===== src/rtl/l15_anycore_reqencoder.sv =====
// AnyCore-to-L1.5 request encoder: one I-fill slot and one D (load/store) slot, round-robin issue.
// Optional ANYCORE_STORE_BYTESWAP_EN: store data is byte-reversed on the way out.
module l15_anycore_reqencoder (
   input  logic        clk,
   input  logic        rst_n,
   input  logic        anycore_ic2mem_reqvalid,
   input  logic [39:0] anycore_ic2mem_reqaddr,
   input  logic        anycore_dc2mem_ldvalid,
   input  logic [39:0] anycore_dc2mem_ldaddr,
   input  logic        anycore_dc2mem_stvalid,
   input  logic [39:0] anycore_dc2mem_staddr,
   input  logic [63:0] anycore_dc2mem_stdata,
   input  logic [1:0]  anycore_dc2mem_stsize,
   input  logic        anycore_mem2ic_respvalid,
   input  logic        anycore_mem2dc_ldvalid,
   input  logic        anycore_mem2dc_stcomplete,
   output logic        transducer_l15_val,
   output logic [4:0]  transducer_l15_rqtype,
   output logic [39:0] transducer_l15_address,
   output logic [63:0] transducer_l15_data,
   output logic [2:0]  transducer_l15_size,
   input  logic        l15_transducer_header_ack,
   output logic        req_overflow
);

   localparam logic [4:0] LOAD_RQ  = 5'b00000;
   localparam logic [4:0] STORE_RQ = 5'b00001;
   localparam logic [4:0] IMISS_RQ = 5'b10000;

   typedef enum logic [1:0] {IDLE, ISSUE_I, ISSUE_D} state_e;

   state_e      state_q;
   logic        prio_i_q;
   logic        val_q;
   logic [4:0]  rqtype_q;
   logic [39:0] addr_q;
   logic [63:0] data_q;
   logic [2:0]  size_q;

   logic        i_vld_q, i_vld_d, i_iss_q, i_iss_d;
   logic [39:0] i_addr_q, i_addr_d;
   logic        d_vld_q, d_vld_d, d_iss_q, d_iss_d, d_st_q, d_st_d;
   logic [39:0] d_addr_q, d_addr_d;
   logic [63:0] d_data_q, d_data_d;
   logic [1:0]  d_stsize_q, d_stsize_d;
   logic        ovf_q, ovf_d;

   logic i_clr, d_clr, i_free, d_free, i_ack, d_ack, i_pend, d_pend;

   function automatic logic [63:0] store_data(input logic [63:0] d);
`ifdef ANYCORE_STORE_BYTESWAP_EN
      logic [63:0] s;
      for (int b = 0; b < 8; b++) s[8*b +: 8] = d[8*(7-b) +: 8];
      return s;
`else
      return d;
`endif
   endfunction

   always_comb begin
      i_clr  = i_iss_q & anycore_mem2ic_respvalid;
      d_clr  = d_iss_q & (d_st_q ? anycore_mem2dc_stcomplete : anycore_mem2dc_ldvalid);
      i_free = ~i_vld_q | i_clr;
      d_free = ~d_vld_q | d_clr;
      i_ack  = (state_q == ISSUE_I) & l15_transducer_header_ack;
      d_ack  = (state_q == ISSUE_D) & l15_transducer_header_ack;
      i_pend = i_vld_q & ~i_iss_q;
      d_pend = d_vld_q & ~d_iss_q;

      i_vld_d    = i_vld_q;
      i_iss_d    = i_iss_q;
      i_addr_d   = i_addr_q;
      d_vld_d    = d_vld_q;
      d_iss_d    = d_iss_q;
      d_st_d     = d_st_q;
      d_addr_d   = d_addr_q;
      d_data_d   = d_data_q;
      d_stsize_d = d_stsize_q;

      if (i_clr) begin
         i_vld_d = 1'b0;
         i_iss_d = 1'b0;
      end
      if (i_ack) i_iss_d = 1'b1;
      // A completion frees the slot in the same cycle a new pulse can refill it
      if (anycore_ic2mem_reqvalid && i_free) begin
         i_vld_d  = 1'b1;
         i_iss_d  = 1'b0;
         i_addr_d = anycore_ic2mem_reqaddr & ~40'h1F;
      end

      if (d_clr) begin
         d_vld_d = 1'b0;
         d_iss_d = 1'b0;
      end
      if (d_ack) d_iss_d = 1'b1;
      if (anycore_dc2mem_ldvalid && d_free) begin
         d_vld_d  = 1'b1;
         d_iss_d  = 1'b0;
         d_st_d   = 1'b0;
         d_addr_d = anycore_dc2mem_ldaddr & ~40'hF;
      end else if (anycore_dc2mem_stvalid && d_free) begin
         d_vld_d    = 1'b1;
         d_iss_d    = 1'b0;
         d_st_d     = 1'b1;
         d_addr_d   = anycore_dc2mem_staddr;
         d_data_d   = anycore_dc2mem_stdata;
         d_stsize_d = anycore_dc2mem_stsize;
      end

      // Simultaneous load+store loses the store, so it counts as an overflow too
      ovf_d = ovf_q
            | (anycore_ic2mem_reqvalid & ~i_free)
            | ((anycore_dc2mem_ldvalid | anycore_dc2mem_stvalid) & ~d_free)
            | (anycore_dc2mem_ldvalid & anycore_dc2mem_stvalid);
   end

   always_ff @(posedge clk) begin
      if (!rst_n) begin
         i_vld_q <= 1'b0;
         i_iss_q <= 1'b0;
         d_vld_q <= 1'b0;
         d_iss_q <= 1'b0;
         ovf_q   <= 1'b0;
      end else begin
         i_vld_q <= i_vld_d;
         i_iss_q <= i_iss_d;
         d_vld_q <= d_vld_d;
         d_iss_q <= d_iss_d;
         ovf_q   <= ovf_d;
      end
   end

   always_ff @(posedge clk) begin
      i_addr_q   <= i_addr_d;
      d_st_q     <= d_st_d;
      d_addr_q   <= d_addr_d;
      d_data_q   <= d_data_d;
      d_stsize_q <= d_stsize_d;
   end

   always_ff @(posedge clk) begin
      if (!rst_n) begin
         state_q  <= IDLE;
         prio_i_q <= 1'b1;
         val_q    <= 1'b0;
         rqtype_q <= 5'd0;
         addr_q   <= 40'd0;
         data_q   <= 64'd0;
         size_q   <= 3'd0;
      end else begin
         case (state_q)
            IDLE: begin
               if (i_pend && (!d_pend || prio_i_q)) begin
                  state_q  <= ISSUE_I;
                  prio_i_q <= 1'b0;
                  val_q    <= 1'b1;
                  rqtype_q <= IMISS_RQ;
                  addr_q   <= i_addr_q;
                  data_q   <= 64'd0;
                  size_q   <= 3'd0;
               end else if (d_pend) begin
                  state_q  <= ISSUE_D;
                  prio_i_q <= 1'b1;
                  val_q    <= 1'b1;
                  rqtype_q <= d_st_q ? STORE_RQ : LOAD_RQ;
                  addr_q   <= d_addr_q;
                  data_q   <= d_st_q ? store_data(d_data_q) : 64'd0;
                  size_q   <= d_st_q ? ({1'b0, d_stsize_q} + 3'd1) : 3'd0;
               end
            end
            ISSUE_I, ISSUE_D: begin
               if (l15_transducer_header_ack) begin
                  state_q <= IDLE;
                  val_q   <= 1'b0;
               end
            end
            default: begin
               state_q <= IDLE;
               val_q   <= 1'b0;
            end
         endcase
      end
   end

   assign transducer_l15_val     = val_q;
   assign transducer_l15_rqtype  = rqtype_q;
   assign transducer_l15_address = addr_q;
   assign transducer_l15_data    = data_q;
   assign transducer_l15_size    = size_q;
   assign req_overflow           = ovf_q;

endmodule


===== config.mk =====
export PLATFORM = sky130hd
export DESIGN_NAME = l15_anycore_reqencoder
export DESIGN_NICKNAME = d
export VERILOG_FILES = /design/src/rtl/l15_anycore_reqencoder.sv
export SDC_FILE = /design/constraint.sdc
export NUM_CORES = 1
export LEC_CHECK = 0
export CAP_MARGIN = 20
export CORE_MARGIN = 3
export CORE_UTILIZATION = 45
export CTS_CLUSTER_DIAMETER = 150
export DETAILED_ROUTE_END_ITERATION = 16
export GPL_ROUTABILITY_DRIVEN = 0
export PLACE_DENSITY_LB_ADDON = 0.25
export SLEW_MARGIN = 10
export SYNTH_ARGS = -nofsm -noshare
export SYNTH_HDL_FRONTEND = slang
export SYNTH_SLANG_ARGS = --single-unit
export TNS_END_PERCENT = 50

===== constraint.sdc =====
create_clock -name clk -period 4.1 [get_ports clk]
set_input_delay 0.82 -clock clk [delete_from_list [all_inputs] [get_ports clk]]
set_output_delay 0.82 -clock clk [all_outputs]
set_load 0.1 [all_outputs]

==> results of run 1 <==
-- sequential cells by signal, summed over array words and instances, names as in the netlist --
signal and count:
d_addr_q 40, d_data_q 64, d_iss_q 1, d_st_q 1, d_stsize_q 2, d_vld_q 1
i_addr_q 35, i_iss_q 1, i_vld_q 1, prio_i_q 1, req_overflow 1, state_q 2
transducer_l15_address 40, transducer_l15_data 64, transducer_l15_rqtype 2, transducer_l15_size 3, transducer_l15_val 1
-- power groups by stage --
stage | Clock (mW) | Sequential, mW | Combinational (mW)
3_3_place_gp | 0 | 3.04 | 1.26
4_1_cts | 2.45 | 3.00 | 1.29
5_1_grt | 2.56 | 3.01 | 1.34
6_report | 2.40 | 3.00 | 1.28
3_5_place_dp | 0 | 3.05 | 1.28
2_1_floorplan | 0 | 3.62 | 0.291
-- per-stage QoR --
step                worst slack, ns  instances
global placement               1.16       1114
CTS                            1.19       1164
detailed placement             1.04       1114
finish                         1.22       1165
floorplan                     0.404        589
global route                   1.16       1165
-- path summary, 6_finish.rpt --
path                                    from                         end  cells after the start
hold reg to reg                 d_data_q[27]     transducer_l15_data[27]                      1
setup / recovery  transducer_l15_address[17]  transducer_l15_address[17]                      1
setup reg to reg                  state_q[1]     transducer_l15_data[43]                      7
hold / removal                  d_data_q[27]     transducer_l15_data[27]                      1
-- Yosys cell counts (2+ instances only) --
master      n
buf_6       6
and2_1     38
a22oi_1    43
buf_2       8
a21oi_1     3
o21ai_0     4
a221o_1    35
buf_1       6
clkbuf_1   12
buf_8       4
nor2b_1     9
and3_1      2
dfxtp_1   123
inv_1       7
ha_1        4
nor2_1     39
buf_4       7
o21a_1      3
a22o_1     72
nand3b_1    2
nand2_1     5
edfxtp_1  137
-- layer usage --
layer	GRT usage, %	share of wire, %
met5	0	0.031
met1	24.2	39
met3	5.18	7.5
met4	5.27	2.2
met2	35.9	51
-- logic make-up (layout without fill, tap and decap cells) --
logic type	Yosys count	after routing
flops	260	260
compound gates	169	169
simple gates	101	101
buf+inv	50	366
fa+ha+maj	5	5
other cells	1	3
mux	1	1
-- cell type report --
| cell class | instances | area, sq um |
|---|---|---|
| flip-flops and latches | 260 | 6580 |
| fillers | 1361 | 6130 |
| repair buffers | 309 | 3090 |
| multi-input cells | 279 | 2100 |
| clock buffers | 41 | 820 |
| well taps | 260 | 325 |
| clock inverters | 9 | 80.1 |
| inverters | 7 | 26.3 |
==> results, run 1 <==
- The post-synthesis share of cell area spent on xor and xnor gates is 0%.
- 0 antenna diodes ended up in the layout.
- The cts-stage hold buffer count is 0.
- The most frequent standard cell in the layout excluding fill and tap cells is clkdlybuf4s50_1.
- At the pin with the least slew margin, the transition time is 1.04 ns.
- Setup repair after global routing left no endpoint under its margin.
- The total power density per cell area is 514 nW/um^2.
- In this run the static leakage power is 4.75 nW.
- After synthesis, the mean cell area works out to 15.3 sq um.
- The arithmetic-cell share of the synthesized area counting full adders, half adders and majority gates is 0.671%.
- The buffer depth of the longest clock path is 3.
- Overall power consumption after layout is estimated at 6.69 mW.
- From left edge to right edge, the die measures 147 microns.
- For the worst setup path, the data arrival time is 2.06 ns.
- After the last flow step, the layout net total stands at 1,083.
- Setup violations remaining at the end of the flow were counted as 0.
- The switching share of total power is 28.7%.
- The switching power total is 1.92 mW.
- The sequential share of the synthesized area is 73.4%.
- The post-route DRC violation count is 0.
- In this run the remaining antenna-violating nets after routing total 0.
- The vias after detailed routing is 6,068.
- The count of input and output buffers is 296.
- The number of setup buffers added after CTS is 0.
- Summed over all instances, the cell type with the most area after synthesis is edfxtp_1.
- Dividing the detail-routed via count by the number of cells gives 5.21.
- In this run the core area contains 50 standard-cell rows.
- The initial antenna violation count was 1.
- The synthesis warning total is 0.
- The run finished with clean final reports.
- The floorplan step defined a core boundary enclosing 19,100 sq um.
- The number of different library cells in the post-synthesis netlist is 40.
- The part of the total power dissipated in combinational logic is 19.2%.
- After Yosys synthesis, and, or, nand and nor cells account for 6.04% of the synthesized area.
- For this block, the initial DRC count from the detailed router was 252.
- In this run the biggest area consumer among cell types represents 45.9% of the synthesized area.
- Once the floorplan was initialized, standard cells occupied 46.8% of the core.
- The total congestion overflow is 0.
- Yosys mapped a number of flops with a built-in enable equal to 137.
- The element type at the critical path start is a flip-flop.
- The number of max-cap violations is 0.
- STA classifies the critical path endpoint as a primary output.
- Of the cells placed in the final design, the portion with a size suffix greater than 1 is 7.62%.
- The final critical path time including I/O delays and setup is 2.88 ns.
- For this run, asynchronously set or reset flops after synthesis account for 0%.
- The post-synthesis to final-layout area growth is 45.3%.
- The required time at the endpoint of the critical path is 3.28 ns.
- Clock tree synthesis found a total of 260 sinks.
- Synthesis produced 587 cells.
- The total I/O pin count is 309.
- The portion of synthesized area spent on multiplexers is 0.112%.
- Together, buffers and inverters on the worst path number 1.
- The tree is rooted in a clkbuf_16.
- Of all nets on the critical path, the largest fanout is 2.
- The clock skew is 0.00940 ns.
- Dividing the detail-routed wire length by the instance count gives 19.4 microns.
- The tightest slew margin relative to the limit is 30.7%.
- Clock-pin slew was measured on the worst setup and hold paths at 0.06 ns.
- The dominant register cell in the synthesized netlist is edfxtp_1.
- The worst hold slack across all endpoints is 0.454 ns.
- Derived from the worst setup path, the maximum achievable clock frequency is 0.347 GHz.
- By area the synthesized netlist is led by edfxtp_1 (46%), dfxtp_1 (27%), a22o_1 (7.0%).
- The TritonCTS clock tree is built.
- The post-synthesis sequential element count is 260.
- Walking the worst path, the cells encountered are clkdlybuf4s50_1.
- For this run, the slowest stage of the critical path takes 1.16 ns.
- The detailed-route wire length is 22,600 microns.
- The post-detailed-placement cell area is 12,100 sq um.
- On the critical path the largest part of the delay comes from buffers and inverters.
- Across every metal layer, demand over resource in global routing totals 20.1%.
- The post-synth design cell area is 8950 sq um.
- The type of the worst setup path is reg -> out.
- The die height is 147 microns.
- The first global-routing pass estimated 35,000 microns of wire.
- The internal power contribution is 4.77 mW.
- The library cell contributing the largest single delay on the critical path is clkdlybuf4s50_1.
- The area fraction in compound gates after synthesis is 16.2%.
- Leaving out fill and tap cells, the most frequent cells in the layout are clkdlybuf4s50_1 (296), edfxtp_1 (137), dfxtp_1 (123).
- The placed wire-length estimate is 15,500 microns.
- Summed over all failing endpoints, the final setup total negative slack is 0 ns.
- The utilization after layout is 68.0%.
- The floorplan step defined a die boundary enclosing 21,600 sq um.
- The number of buffers created by CTS is 27.
- The largest net degree at the start of global routing is 103.
- CTS built an H-tree with a depth of 1.
- For flop-to-flop paths, the worst setup slack is 1.70 ns.
- The via count of the first global-routing pass came to 6,400.
- Post-CTS repair changed the size of 0 cells.
- The summed area of non-filler cells in the final layout is 13,000 sq um.
- The number of iterations in the first detailed-routing pass is 4.
- The path category of the worst min-delay check is reg -> reg.
- After synthesis, the largest family of logic cells by area is compound AO/OA/AOI/OAI gates.
- The maximum resistive drop on vdd is 0.364 mV.
- The sequential power share is 44.8%.
- The number of max-slew violations in the final report is 0.
- The fraction of the cycle the final worst path needs is 70.2%.
- The hold violation total from the final report was 0.
- The power share of the clock group is 36.0%.
- The insertion delay to the later sink of the worst-skew pair is 0.53 ns.
Note: power is estimated with default switching activity, not from simulation.
==> run 2, diff against run 1 <==
==> constraint.sdc (replaced) <==
create_clock -name clk -period 2.65 [get_ports clk]
set_input_delay 0.53 -clock clk [delete_from_list [all_inputs] [get_ports clk]]
set_output_delay 0.53 -clock clk [all_outputs]
set_load 0.1 [all_outputs]
==> run 2 against run 1 <==
Flip-flop and latch count is the same. Largest cell class unchanged. Final cell count unchanged. Sequential share of layout area rose by 1.3 points. Via count is 0.26% higher. Global-route usage fell by 0.57 points. Wire length fell by 1.8%. Critical endpoint is now transducer_l15_data[61]. Final area shrank 2.4%. Clock power up 40%. Utilization down 1.6 points. Clock skew is 0.00084 ns higher.
==> results, run 2 (synthesized netlist as in run 1, its figures left out) <==
- The flow ran to the end, and the final reports show no timing, DRC or antenna violations.
- The die height is 147 microns (unchanged).
- The fraction of final layout cells sized beyond drive strength 1 is 19.0% (+11 points).
- The post-detailed-placement cell area is 11,900 sq um (-1.7%).
- The slowest stage of the critical path belongs to the cell and3_2.
- The total congestion overflow is 0 (unchanged).
- The hold violation total from the final report is 0 (unchanged).
- The site row count is 50 (unchanged).
- The critical path data arrival time is 2.48 ns (+0.42 ns).
- The total power density per cell area is 785 nW/um^2 (+53%).
- The transition at the pin with the smallest max-transition slack was 0.529 ns (-0.506 ns).
- The number of sinks driven by the clock tree came to 260 (unchanged).
- The detailed-route wire length is 22,200 microns (-1.8%).
- The endpoint identified for the worst register-to-register timing path is transducer_l15_data[61].
- The via count of the first global-routing pass is 6,283 (-1.8%).
- The top metal layer carrying routed signals is met4.
- The final setup TNS is 0 ns (unchanged).
- The register-to-register setup slack is 0.62 ns (-1.08 ns).
- Among cell families on the critical path, the largest total delay comes from buffers and inverters.
- The most used cell along the critical path is inv_1.
- The met3 wire length is 1880 microns (+10%).
- The insertion delay to the later sink of the worst-skew pair is 0.51 ns (-0.02 ns).
- The post-synthesis to final-layout area growth is 41.8%.
- The post-detailed-route count of antenna-violating nets is 0 (unchanged).
- The CTS H-tree depth is 1 (unchanged).
- The number of setup buffers added after CTS is 0 (unchanged).
- The type of the worst setup path is reg -> reg.
- The count of cells resized by post-cts repair is 0 (unchanged).
- The worst reg2reg path startpoint is state_q[0].
- The element type at the critical path end is a flip-flop.
- The min-delay analysis places its worst path in the category reg -> reg.
- The post-route DRC violation count is 0 (unchanged).
- Counting I/O delays and the setup requirement, the final critical path takes 2.03 ns.
- The first-pass GRT wire length is 33,900 microns (-3.2%).
- The first-iteration detailed-routing DRC count came to 335 (+33%).
- Leaving out fill and tap cells, the most frequent cells in the layout are clkdlybuf4s50_1 (185), edfxtp_1 (137), dfxtp_1 (123).
- The number of cells traversed by the worst register-to-register path is 7 (unchanged).
- The vias after detailed routing is 6,084 (+0.26%).
- The total I/O pin count was 309 (unchanged).
- Traced cell by cell, the critical path runs through inv_1 -> ha_1 -> inv_1 -> a211oi_4 -> and3_2 -> buf_12 -> a22o_1.
- The maximum resistive drop on vdd was 0.432 mV (+18%).
- The detailed-routed wire length on met2 is 11,100 microns (-4.0%).
- The biggest fanout along the worst timing path is 54 (+52).
- The number of buffers created by CTS came to 26 (-3.7%).
- The total track usage was 19.5% (-0.57 points).
- The clock skew is 0.0102 ns (+0.000845 ns).
- The final setup violation count came to 0 (unchanged).
- The area of the die was 21,600 sq um (unchanged).
- The number of max-slew violations in the final report is 0 (unchanged).
- The routed wirelength normalized by instance count is 19.0 microns (-1.8%).
- The clock transition time at the flip-flop clock pins of the worst setup and hold paths is 0.06 ns (about the same).
- The capture endpoint of the worst hold path is transducer_l15_data[26].
- The count of input and output buffers is 296 (unchanged).
- The average vias per placed instance is 5.22 (+0.26%).
- The fraction of the cycle the final worst path needs is 76.8%.
- The placeable core region is 19,100 sq um (unchanged).
- The tightest slew margin relative to the limit was 64.4% (+34 points).
- The placed wire-length estimate is 15,500 microns (+0.49%).
- The buffer depth of the longest clock path was 3 (unchanged).
- The antenna diode instance count is 0 (unchanged).
- The largest net degree at the start of global routing was 58 (-44%).
- The static leakage power is 4.93 nW (+3.8%).
- The cts-stage hold buffer count came to 0 (unchanged).
- The wire length the detailed router placed on met1 is 8710 microns (-1.1%).
- The starting density of the core came to 46.8% (unchanged).
- The depth of the worst hold-timing path is 1 (unchanged).
- The floorplan die width was 147 microns (unchanged).
- Setup repair after global routing left no endpoint under its margin.
- The largest stage delay on the critical path is 0.43 ns (-0.73 ns).
- The element type at the critical path start is a flip-flop.
- Leaving out fill and tap cells, the most frequent cell in the layout is clkdlybuf4s50_1.
- The utilization after layout is 66.3% (-1.6 points).
- The number of max-cap violations came to 0 (unchanged).
- The number of iterations in the first detailed-routing pass is 5 (+1).
- The initial antenna violation count is 0 (-1).
- The required time at the endpoint of the critical path is 3.10 ns (-0.18 ns).
- The root cell of the clock tree is clkbuf_16.
- The buffer and inverter count on the worst path came to 3 (+2).
- The beginning of the worst hold path is d_data_q[26].
- The achievable clock frequency is 0.491 GHz.
- The worst hold slack across all endpoints is 0.453 ns (-0.000390 ns).
- The summed area of non-filler cells in the final layout is 12,700 sq um (-2.4%).
- The TritonCTS clock tree is built.
- The final layout net count is 1,084 (+0.092%).
==> run 2: cell types whose count changed in the layout (fill, tap and decap cells not counted), moves of 2 or more <==
cell / previous run / this run
buf_4: 11 / 119
clkbuf_1: 6 / 12
clkinv_1: 0 / 2
buf_12: 2 / 6
clkbuf_8: 7 / 3
clkdlybuf4s50_1: 296 / 185
==> run 2: per-stage QoR <==
step                      setup slack, ns  total power, mW  std cells
after floorplan                   -0.0548             6.04        589
after global placement             0.0880             6.65       1115
after detailed placement           0.0988             6.69       1116
after CTS                           0.627             10.1       1164
after global routing                0.459             10.3       1165
final                               0.615             9.97       1165
==> run 2: final cells by class <==
type	count	area [sq um]
multi-input combinational	279	2100
tap	260	325
clock buffer	42	762
clock inverter	6	27.5
timing repair buffer	311	2880
inverter	7	26.3
fill	1404	6440
sequential	260	6580
==> run 2: worst max-delay path by stage <==
| stage | slack, ns | startpoint | endpoint | depth (start not counted) |
|---|---|---|---|---|
| final | 0.62 | state_q[0] | transducer_l15_data[61] | 7 |
| after global routing | 0.46 | state_q[0] | transducer_l15_data[53] | 7 |
| after CTS | 0.63 | state_q[0] | transducer_l15_data[53] | 7 |
| after detailed placement | 0.1 | anycore_mem2ic_respvalid | i_addr_q[30] | 3 |
| after global placement | 0.09 | rst_n | transducer_l15_address[22] | 5 |
| after floorplan | -0.05 | anycore_mem2ic_respvalid | i_addr_q[10] | 2 |
==> run 2: worst reg2reg max path, stage by stage, from the launching register on <==
cell and delay (ns):
dfxtp_1 0.35, inv_1 0.09, ha_1 0.28, inv_1 0.13, a211oi_4 0.19, and3_2 0.43, buf_12 0.29, a22o_1 0.22
==> run 2: routing by layer <==
layer	global-route usage (%)	up-vias
met4	5.78	0
met5	0	-
met1	24.7	2930
li1	-	2854
met2	33.6	263
met3	4.69	37
==> run 2: where the power goes <==
part / switching, mW / total (mW) / internal (mW)
Combinational: 1.36 / 1.96 / 0.608
Sequential: 0.125 / 4.64 / 4.52
Clock: 1.40 / 3.36 / 1.96
Total: 2.89 / 9.97 / 7.08
